`config.mk`:
```
export PLATFORM = sky130hd
export DESIGN_NAME = axi4_to_sram
export DESIGN_NICKNAME = d
export VERILOG_FILES = /design/src/rtl/axi4_to_sram.sv
export SDC_FILE = /design/constraint.sdc
export NUM_CORES = 1
export LEC_CHECK = 0
export CAP_MARGIN = 20
export CORE_ASPECT_RATIO = 0.6
export CORE_UTILIZATION = 47
export DETAILED_ROUTE_END_ITERATION = 8
export GPL_TIMING_DRIVEN = 0
export PLACE_DENSITY = 0.8
export SETUP_SLACK_MARGIN = 0.2
export SYNTH_ARGS = -nofsm -noshare
export SYNTH_HDL_FRONTEND = slang
export SYNTH_SLANG_ARGS = --single-unit
export TNS_END_PERCENT = 10
```
`constraint.sdc`:
```
create_clock -name clk_i -period 4.4 [get_ports clk_i]
set_input_delay 0.88 -clock clk_i [delete_from_list [all_inputs] [get_ports clk_i]]
set_output_delay 0.88 -clock clk_i [all_outputs]
set_load 0.1 [all_outputs]
```
`src/rtl/axi4_to_sram.sv`:
```
// AXI4 slave that bridges single-outstanding bursts onto a 64-bit single-port SRAM.
// Reads use a small return buffer so that R_ready stalls never drop SRAM data.
package axi_pkg;
    localparam int ID_W = 4;

    localparam logic [1:0] RESP_OKAY   = 2'b00;
    localparam logic [1:0] RESP_DECERR = 2'b11;
    localparam logic [1:0] BURST_FIXED = 2'b00;

    typedef struct packed {
        logic [ID_W-1:0] id;
        logic [63:0]     addr;
        logic [7:0]      len;
        logic [2:0]      size;
        logic [1:0]      burst;
    } aw_chan_t;

    typedef struct packed {
        logic [ID_W-1:0] id;
        logic [63:0]     addr;
        logic [7:0]      len;
        logic [2:0]      size;
        logic [1:0]      burst;
    } ar_chan_t;

    typedef struct packed {
        logic [63:0] data;
        logic [7:0]  strb;
        logic        last;
    } w_chan_t;

    typedef struct packed {
        logic [ID_W-1:0] id;
        logic [63:0]     data;
        logic [1:0]      resp;
        logic            last;
    } r_chan_t;

    typedef struct packed {
        logic [ID_W-1:0] id;
        logic [1:0]      resp;
    } b_chan_t;
endpackage

// state | meaning
// IDLE  | waiting for AR or AW, round-robin when both are valid
// RD    | issuing SRAM reads and returning R beats
// WR    | accepting W beats, one SRAM write each
// WRESP | holding B until B_ready
module axi4_to_sram #(
    parameter int          SRAM_AW   = 10,
    parameter logic [63:0] BASE_ADDR = 64'h0
) (
    input  logic               clk_i,
    input  logic               rst_i,
    input  logic               AXI_AW_valid_i,
    output logic               AXI_AW_ready_o,
    input  axi_pkg::aw_chan_t  AXI_AW_bits_i,
    input  logic               AXI_AR_valid_i,
    output logic               AXI_AR_ready_o,
    input  axi_pkg::ar_chan_t  AXI_AR_bits_i,
    input  logic               AXI_W_valid_i,
    output logic               AXI_W_ready_o,
    input  axi_pkg::w_chan_t   AXI_W_bits_i,
    output logic               AXI_R_valid_o,
    input  logic               AXI_R_ready_i,
    output axi_pkg::r_chan_t   AXI_R_bits_o,
    output logic               AXI_B_valid_o,
    input  logic               AXI_B_ready_i,
    output axi_pkg::b_chan_t   AXI_B_bits_o,
    output logic               sram_req_o,
    output logic               sram_we_o,
    output logic [SRAM_AW-1:0] sram_addr_o,
    output logic [63:0]        sram_wdata_o,
    output logic [7:0]         sram_be_o,
    input  logic [63:0]        sram_rdata_i
);
    import axi_pkg::*;

    typedef enum logic [1:0] {IDLE, RD, WR, WRESP} state_t;

    state_t              state_q;
    logic                last_wr_q;
    logic [ID_W-1:0]     id_q;
    logic [63:0]         addr_q;
    logic [2:0]          size_q;
    logic                fixed_q;
    logic [7:0]          icnt_q;
    logic                idone_q;
    logic [7:0]          rcnt_q;
    logic [7:0]          wcnt_q;
    logic                err_q;
    logic                pend_q;
    logic                pend_err_q;
    logic                out_valid_q;
    logic [63:0]         out_data_q;
    logic [1:0]          out_resp_q;
    logic                skid_valid_q;
    logic [63:0]         skid_data_q;
    logic [1:0]          skid_resp_q;

    logic                idle;
    logic                ar_win;
    logic [63:0]         offset;
    logic [63:0]         beat_word;
    logic                hit;
    logic [63:0]         step;
    logic                pop;
    logic [1:0]          occ;
    logic                rd_issue;
    logic                w_hs;
    logic [63:0]         pend_data;
    logic [1:0]          pend_resp;

    assign idle   = (state_q == IDLE) && rst_i;
    assign ar_win = AXI_AR_valid_i && (!AXI_AW_valid_i || last_wr_q);
    assign AXI_AR_ready_o = idle && ar_win;
    assign AXI_AW_ready_o = idle && AXI_AW_valid_i && !ar_win;
    assign AXI_W_ready_o  = (state_q == WR);
    assign AXI_B_valid_o  = (state_q == WRESP);
    assign AXI_R_valid_o  = out_valid_q;

    assign offset    = addr_q - BASE_ADDR;
    assign beat_word = offset >> 3;
    assign hit       = (addr_q >= BASE_ADDR) && ((beat_word >> SRAM_AW) == 64'd0);
    assign step      = fixed_q ? 64'd0 : (64'd1 << size_q);

    // Reads in flight (pending) plus buffered beats may never exceed the two
    // holding registers, so a read is launched only if its data has a home.
    assign pop      = out_valid_q && AXI_R_ready_i;
    assign occ      = {1'b0, out_valid_q} + {1'b0, skid_valid_q} + {1'b0, pend_q};
    assign rd_issue = (state_q == RD) && !idone_q && ((occ - {1'b0, pop}) < 2'd2);
    assign w_hs     = (state_q == WR) && AXI_W_valid_i;

    assign pend_data = pend_err_q ? 64'd0 : sram_rdata_i;
    assign pend_resp = pend_err_q ? RESP_DECERR : RESP_OKAY;

    always_comb begin
        AXI_R_bits_o      = '0;
        AXI_R_bits_o.id   = id_q;
        AXI_R_bits_o.data = out_data_q;
        AXI_R_bits_o.resp = out_resp_q;
        AXI_R_bits_o.last = out_valid_q && (rcnt_q == 8'd0);
        AXI_B_bits_o      = '0;
        AXI_B_bits_o.id   = id_q;
        AXI_B_bits_o.resp = err_q ? RESP_DECERR : RESP_OKAY;
    end

    always_comb begin
        sram_req_o   = 1'b0;
        sram_we_o    = 1'b0;
        sram_addr_o  = '0;
        sram_wdata_o = '0;
        sram_be_o    = '0;
        if (rd_issue) begin
            sram_req_o  = hit;
            sram_addr_o = beat_word[SRAM_AW-1:0];
        end else if (w_hs) begin
            sram_req_o   = hit;
            sram_we_o    = hit;
            sram_addr_o  = beat_word[SRAM_AW-1:0];
            sram_wdata_o = AXI_W_bits_i.data;
            sram_be_o    = AXI_W_bits_i.strb;
        end
    end

    always_ff @(posedge clk_i or negedge rst_i) begin
        if (!rst_i) begin
            state_q      <= IDLE;
            last_wr_q    <= 1'b1;
            id_q         <= '0;
            addr_q       <= '0;
            size_q       <= '0;
            fixed_q      <= 1'b0;
            icnt_q       <= '0;
            idone_q      <= 1'b0;
            rcnt_q       <= '0;
            wcnt_q       <= '0;
            err_q        <= 1'b0;
            pend_q       <= 1'b0;
            pend_err_q   <= 1'b0;
            out_valid_q  <= 1'b0;
            out_data_q   <= '0;
            out_resp_q   <= '0;
            skid_valid_q <= 1'b0;
            skid_data_q  <= '0;
            skid_resp_q  <= '0;
        end else begin
            case (state_q)
                IDLE: begin
                    if (AXI_AR_ready_o) begin
                        id_q      <= AXI_AR_bits_i.id;
                        addr_q    <= AXI_AR_bits_i.addr;
                        size_q    <= AXI_AR_bits_i.size;
                        fixed_q   <= (AXI_AR_bits_i.burst == BURST_FIXED);
                        icnt_q    <= AXI_AR_bits_i.len;
                        rcnt_q    <= AXI_AR_bits_i.len;
                        idone_q   <= 1'b0;
                        last_wr_q <= 1'b0;
                        state_q   <= RD;
                    end else if (AXI_AW_ready_o) begin
                        id_q      <= AXI_AW_bits_i.id;
                        addr_q    <= AXI_AW_bits_i.addr;
                        size_q    <= AXI_AW_bits_i.size;
                        fixed_q   <= (AXI_AW_bits_i.burst == BURST_FIXED);
                        wcnt_q    <= AXI_AW_bits_i.len;
                        err_q     <= 1'b0;
                        last_wr_q <= 1'b1;
                        state_q   <= WR;
                    end
                end
                RD: begin
                    if (rd_issue) begin
                        addr_q <= addr_q + step;
                        if (icnt_q == 8'd0) idone_q <= 1'b1;
                        else                icnt_q  <= icnt_q - 8'd1;
                    end
                    if (pop) begin
                        if (rcnt_q == 8'd0) state_q <= IDLE;
                        else                rcnt_q  <= rcnt_q - 8'd1;
                    end
                end
                WR: begin
                    if (w_hs) begin
                        if (!hit) err_q <= 1'b1;
                        addr_q <= addr_q + step;
                        if (AXI_W_bits_i.last || (wcnt_q == 8'd0)) state_q <= WRESP;
                        else                                         wcnt_q  <= wcnt_q - 8'd1;
                    end
                end
                WRESP: begin
                    if (AXI_B_ready_i) state_q <= IDLE;
                end
                default: state_q <= IDLE;
            endcase

            pend_q     <= rd_issue;
            pend_err_q <= rd_issue && !hit;

            // SRAM data is only valid for one cycle, so it must land somewhere.
            if (!out_valid_q || pop) begin
                if (skid_valid_q) begin
                    out_valid_q  <= 1'b1;
                    out_data_q   <= skid_data_q;
                    out_resp_q   <= skid_resp_q;
                    skid_valid_q <= pend_q;
                    if (pend_q) begin
                        skid_data_q <= pend_data;
                        skid_resp_q <= pend_resp;
                    end
                end else begin
                    out_valid_q <= pend_q;
                    if (pend_q) begin
                        out_data_q <= pend_data;
                        out_resp_q <= pend_resp;
                    end
                end
            end else if (pend_q) begin
                skid_valid_q <= 1'b1;
                skid_data_q  <= pend_data;
                skid_resp_q  <= pend_resp;
            end
        end
    end
endmodule

```
After elaboration in Yosys (flattened, before gate mapping)
Cells that the tools add are included.

Add/subtract/negate cells: 7. Order comparisons: 2. Eq/ne operators: 19. Shifts and indexed selects: 1. Mux-type cells: 69. Reductions and logical operators: 42.

Operators with widths (number): $mux W64 (13); $pmux W64 S3 (1); $mux W8 (11); $add A64 B64 Y64 (1); $ge A64 B1 Y1 const B (1); $logic_not A64 Y1 (1); $shl A1 B3 Y64 const A (1); $pmux W8 S2 (3); $mux W2 (14); $logic_not A8 Y1 (3); $sub A8 B1 Y8 const B (3); $mux W10 (2); $ne A2 B2 Y1 const B (10); $mux W1 (18); $reduce_and A4 Y1 (4); $logic_and A1 B1 Y1 (12); $ne A2 B1 Y1 const B (5); $reduce_and A5 Y1 (2); $reduce_bool A2 Y1 (5); $mux W4 (2); $pmux W2 S4 (1); $logic_not A2 Y1 (3); $mux W3 (2); $reduce_and A6 Y1 (1); 12 further kinds (21).

Register bits after elaboration: 237. Bits of input ports: 306. Output and inout bits: 166. Logic and storage cells: 159.

Longest topological paths before layout
Word-level depth: 8. Mapped depth: 13. Depth with buffers taken out: 11.

Worst setup path after synthesis
OpenSTA, ideal clock, no wires.

Path type: reg2out. From: register out_valid_q (netlist: AXI_R_valid_o). To: output sram_addr_o[0]. Arrival: 4031 ps. Data required time: 3520 ps. Path slack: -511 ps. Stages on the path, launching flop included: 12. Buffers on the path: 1. Path through: dfrtp_1 > nand2_1 > inv_1 > ha_1 > inv_1 > ha_1 > a2111o_1 > o21ai_0 > and2_1 > a21oi_1 > clkbuf_1 > nor2b_1.

Longest elaborated chain between the ends: 6. Elaborated cells between the ends (all ways): 7. Those cells by class: add/sub (3); order compare (1); mux (1); reduce/logical (2).

RTL lines: start: declaration (line 95) `logic out_valid_q;`; start signal: assignment (line 252) `out_valid_q <= pend_q;`; $add A1 B1 Y2 (line 131) `assign occ = {1'b0, out_valid_q} + {1'b0, skid_valid_q} + {1'b0, pend_q};`; $add A2 B1 Y2 (line 131); $sub A2 B1 Y2 (*) (line 132) `assign rd_issue = (state_q == RD) && !idone_q && ((occ - {1'b0, pop}) < 2'd2);`; $lt A2 B2 Y1 (*) (line 132); $logic_and A1 B1 Y1 (*) (line 132); net rd_issue (line 110) `logic rd_issue;`; $mux W10 (*) (line 155) `if (rd_issue) begin`; end: declaration (line 73) `output logic [SRAM_AW-1:0] sram_addr_o,`.

Mark *: on every way through the listed nets, which the timed path passes. The rest lies on a longest branch.

Worst setup path in the final report
From: register out_valid_q (netlist: AXI_R_valid_o). To: register addr_q[30].

Longest elaborated chain between the ends: 7. Elaborated cells between the ends (all ways): 8. Those cells by class: add/sub (3); order compare (1); eq/ne (1); reduce/logical (3).

RTL lines: $add A1 B1 Y2 (line 131); $add A2 B1 Y2 (line 131); $sub A2 B1 Y2 (*) (line 132); $lt A2 B2 Y1 (*) (line 132); $logic_and A1 B1 Y1 (*) (line 132); $ne A2 B2 Y1 (no line) (*); $reduce_and A4 Y1 (no line) (*); end signal: assignment (line 193) `addr_q <= AXI_AR_bits_i.addr;`; end signal: assignment (line 203) `addr_q <= AXI_AW_bits_i.addr;`; end signal: assignment (line 214) `addr_q <= addr_q + step;`; end: declaration (line 85) `logic [63:0] addr_q;`.

Mark *: on every way between the ends. The rest lies on a longest branch, timed or not. A chain may end at the register's enable or synchronous reset.

==> summary.txt <==
Setup path
  – Crit path DAT: about 4.6 ns
  – Reg2reg end: addr_q[30]
  – Worst reg-to-reg path cell count: 12
  – Buf/Inv on CP: 5
  – WS Path Type: reg -> reg
  – Worst r2r src: AXI_R_valid_o
  – CP max stage cell: clkdlybuf4s15_1
  – Crit path max-delay family: buffers and inverters
  – Worst-path cell chain: nand2_2, inv_1, ha_1, inv_2, ha_4, a2111o_1, buf_4, o21a_1, a21oi_4, clkbuf_1, clkdlybuf4s15_1, a21oi_1
  – Type of element launching the critical path: flip-flop
  – R2R setup slack: 0.15 ns
  – Required @ worst endpoint: 4.76 ns
  – CP Max Fanout: 10
  – Slowest cell delay on critical path: 0.82 ns
  – Crit. End Element: flip-flop

Clock network
  – CTS H-tree depth: 1
  – Sink Count: approximately 240
  – Clk slew on worst S/H paths: 0.07 ns
  – CTS Buf Count: 25
  – Root Buffer: clkbuf_16
  – Clk_lat worst skew: 0.55 ns
  – TritonCTS clock tree: yes
  – CTS max path bufs: 3

Synthesis
  – Most frequent cells after synthesis: nand2_1 (268), dfrtp_1 (234), a21oi_1 (229)
  – Synth top area share: 0.414
  – Syn Area/Cell: 7.95 um^2
  – Async set or reset register ratio after synthesis: 1.00
  – Mapped Area: approximately 0.014 mm^2
  – Synth area leaders: dfrtp_1 (41%), a21oi_1 (8.1%), nand2_1 (7.1%), nor2_1 (5.6%), o21ai_0 (4.1%)
  – Synth Register Bits: 235
  – YS warnings: 0
  – Mapped Nets: 2104
  – Netlist cell types: 94
  – Synthesized instance count: between 1500 and 2000
  – Top FF cell, synth: dfrtp_1
  – Most frequent cell after synthesis: nand2_1
  – Seq/Total Area, Yosys: 0.416
  – Yosys top cell by area: dfrtp_1
  – Number of synthesized flops with an enable pin: 0

Finish
  – Fin cells: around 2700
  – Area grow syn2layout: 48.3%
  – Share of layout cells above drive strength 1: 0.109
  – Register area: 0.00588 mm^2
  – FILL cells: 2218
  – Multi-input logic area: 0.00772 mm^2
  – Fin nets: roughly 2600

Placement
  – RePlAce Congestion: 1.03
  – DP HPWL: 49000 um
  – Worst slack at placement: -1.84 ns
  – # port buffers: 471
  – # placed instances: about 2700

Timing
  – Final WS setup: 0.146 ns
  – Slew headroom: 0.250
  – Period minus WS final: 4.25 ns
  – Peak Freq: approximately 240 MHz
  – Slew @ Worst Pin: 1.12 ns
  – Hold WS: around 0.2 ns
  – RSZ-0062 raised after global routing: true
  – Final setup TNS: 0 ns
  – Final-report max-slew violation count: 0
  – Clock Skews: just over 0.02 ns
  – Final hold vios: 0
  – Setup violators final: 0
  – Fin crit share: 0.967

Global route
  – First-pass GRT wire length: between 90000 and 100000 um
  – Grt ovf: 0
  – Total GRT Usage: 0.418
  – Initial antenna violation count: 1
  – GR peak layer: met2
  – Met3 global-route usage: 0.111
  – Largest net degree at the start of global routing: about 100
  – Number of global-route vias before repair: between 15000 and 20000
  – M2 GR Usage: 0.620
  – GR Util met1: 0.572

Drt
  – Via density: 6.17
  – Drt first pass iters: 6
  – Number of routed nets with antenna violations: 0
  – Total number of vias: 16700
  – Iter 0 DRT Violations: 2399
  – Wire per inst: 24.2 um
  – Overall routed net length: 65600 um
  – Drt drc: 0

Die
  – Die width: 226 um
  – I/O Pins: 472
  – Die height: 136 um
  – DIE AREA: a little over 0.03 mm^2
  – FP Rows: 48
  – Initial Util: 0.485
  – Core Region: 0.0291 mm^2

Pwr
  – Cell leakage power: around 8.9 nW
  – Power Total: roughly 19 mW
  – Power Density: roughly 880 mW/mm^2
  – Peak VDD IR: ~0.80 mV

Worst hold path
  – HP Class: in -> async

Status
  – Status: finished clean

Job
  – Max-Cap Viols: 0
-- worst max path at each step --
stage	from	endpoint	slack [ns]	cells past startpoint
after floorplan	AXI_R_ready_i	sram_we_o	-0.05	11
after global placement	rst_i	AXI_AR_ready_o	-10.02	8
after detailed placement	AXI_R_ready_i	sram_wdata_o[6]	-1.84	14
after CTS	rst_i	AXI_AR_ready_o	0.18	9
after global routing	AXI_R_valid_o	sram_wdata_o[37]	0.13	14
final	AXI_R_valid_o	addr_q[30]	0.15	12
-- worst register-to-register path, stage by stage, from the launching register on --
cell	delay, ns
dfrtp_2	0.47
nand2_2	0.10
inv_1	0.04
ha_1	0.27
inv_2	0.07
ha_4	0.20
a2111o_1	0.46
buf_4	0.16
o21a_1	0.14
a21oi_4	0.48
clkbuf_1	0.65
clkdlybuf4s15_1	0.83
a21oi_1	0.21
-- cells by family after synthesis --
logic type               share of synthesized area
adder cells (fa/ha/maj)                     0.0173
AO/OA/AOI/OAI                                0.209
XOR/XNOR                                   0.00372
AND/OR/NAND/NOR                              0.289
buffers and inverters                       0.0481
flip-flops                                   0.416
multiplexers                                0.0169
-- what timing repair did --
item | in CTS | in global routing
pin swaps | 5 | 0
endpoints found under the setup margin | 105 | 85
hold buffers | 0 | 0
gates resized for setup | 699 | 6
buffers inserted | 5 | 0
cloned | 1 | 0
-- power breakdown --
group | internal (mW) | total, mW | switching [mW]
clock network | 1.34 | 2.30 | 0.959
logic | 3.45 | 12.0 | 8.52
registers | 3.24 | 4.25 | 1.01
-- area by class of cell --
type | instances | area share
Tap cell | 400 | 0.0239
Antenna cell | 3 | 0.000358
Inverter | 34 | 0.00609
Multi-Input combinational cell | 1386 | 0.368
Sequential cell | 235 | 0.281
Timing Repair Buffer | 482 | 0.248
Clock buffer | 33 | 0.0346
Clock inverter | 12 | 0.00728
Buffer | 124 | 0.0306
-- metrics by stage --
step | area (um^2) | utilization
floorplan | 14200 | -
global placement | 19400 | 0.666
detailed placement | 19500 | 0.669
CTS | 20900 | 0.718
global route | 21000 | 0.720
finish | 21000 | 0.720
-- layer usage --
| layer | up-vias | part of all wire | wire [um] |
|---|---|---|---|
| met3 | 192 | 0.12 | 7740 |
| met4 | 0 | 0.048 | 3140 |
| met2 | 1157 | 0.43 | 28300 |
| met1 | 8090 | 0.40 | 26400 |
| li1 | 7263 | - | - |
| met5 | - | 0 | 0 |
-- placed cells by master (no fill, tap or decap), types with 5 or more instances in the layout --
cell type | Yosys | layout
a21oi_1 | 229 | 228
buf_4 | 7 | 31
dfrtp_1 | 234 | 233
clkbuf_16 | 0 | 26
inv_1 | 33 | 32
clkdlybuf4s50_1 | 0 | 382
a21o_1 | 6 | 6
clkbuf_1 | 101 | 92
a222oi_1 | 7 | 7
buf_6 | 3 | 30
ha_1 | 18 | 17
a31oi_1 | 9 | 9
and2_4 | 1 | 26
buf_8 | 0 | 5
nand4_1 | 20 | 20
nor2_1 | 210 | 208
clkbuf_8 | 3 | 15
nor2b_2 | 0 | 6
or3_1 | 12 | 12
o32ai_1 | 7 | 7
nand2b_1 | 76 | 76
nand2_1 | 268 | 267
buf_2 | 7 | 10
mux2i_1 | 16 | 16
mux2_2 | 7 | 7
and2_1 | 76 | 51
and3_1 | 14 | 14
buf_12 | 0 | 33
a311oi_1 | 5 | 5
nor4_1 | 30 | 30
nor3_1 | 36 | 35
nand3_1 | 41 | 41
nor2b_1 | 15 | 6
a2bb2oi_1 | 12 | 12
o22ai_1 | 29 | 29
clkinv_2 | 0 | 6
o211ai_1 | 10 | 10
o21ai_0 | 117 | 116
o31ai_1 | 8 | 8
-- registers in the layout, summed over array words and instances (netlist names), 3 cells and up --
signal	cells
addr_q	64
icnt_q	8
size_q	3
out_data_q	64
wcnt_q	8
rcnt_q	8
id_q	4
skid_data_q	64
Note: power is estimated with default switching activity, not from simulation.
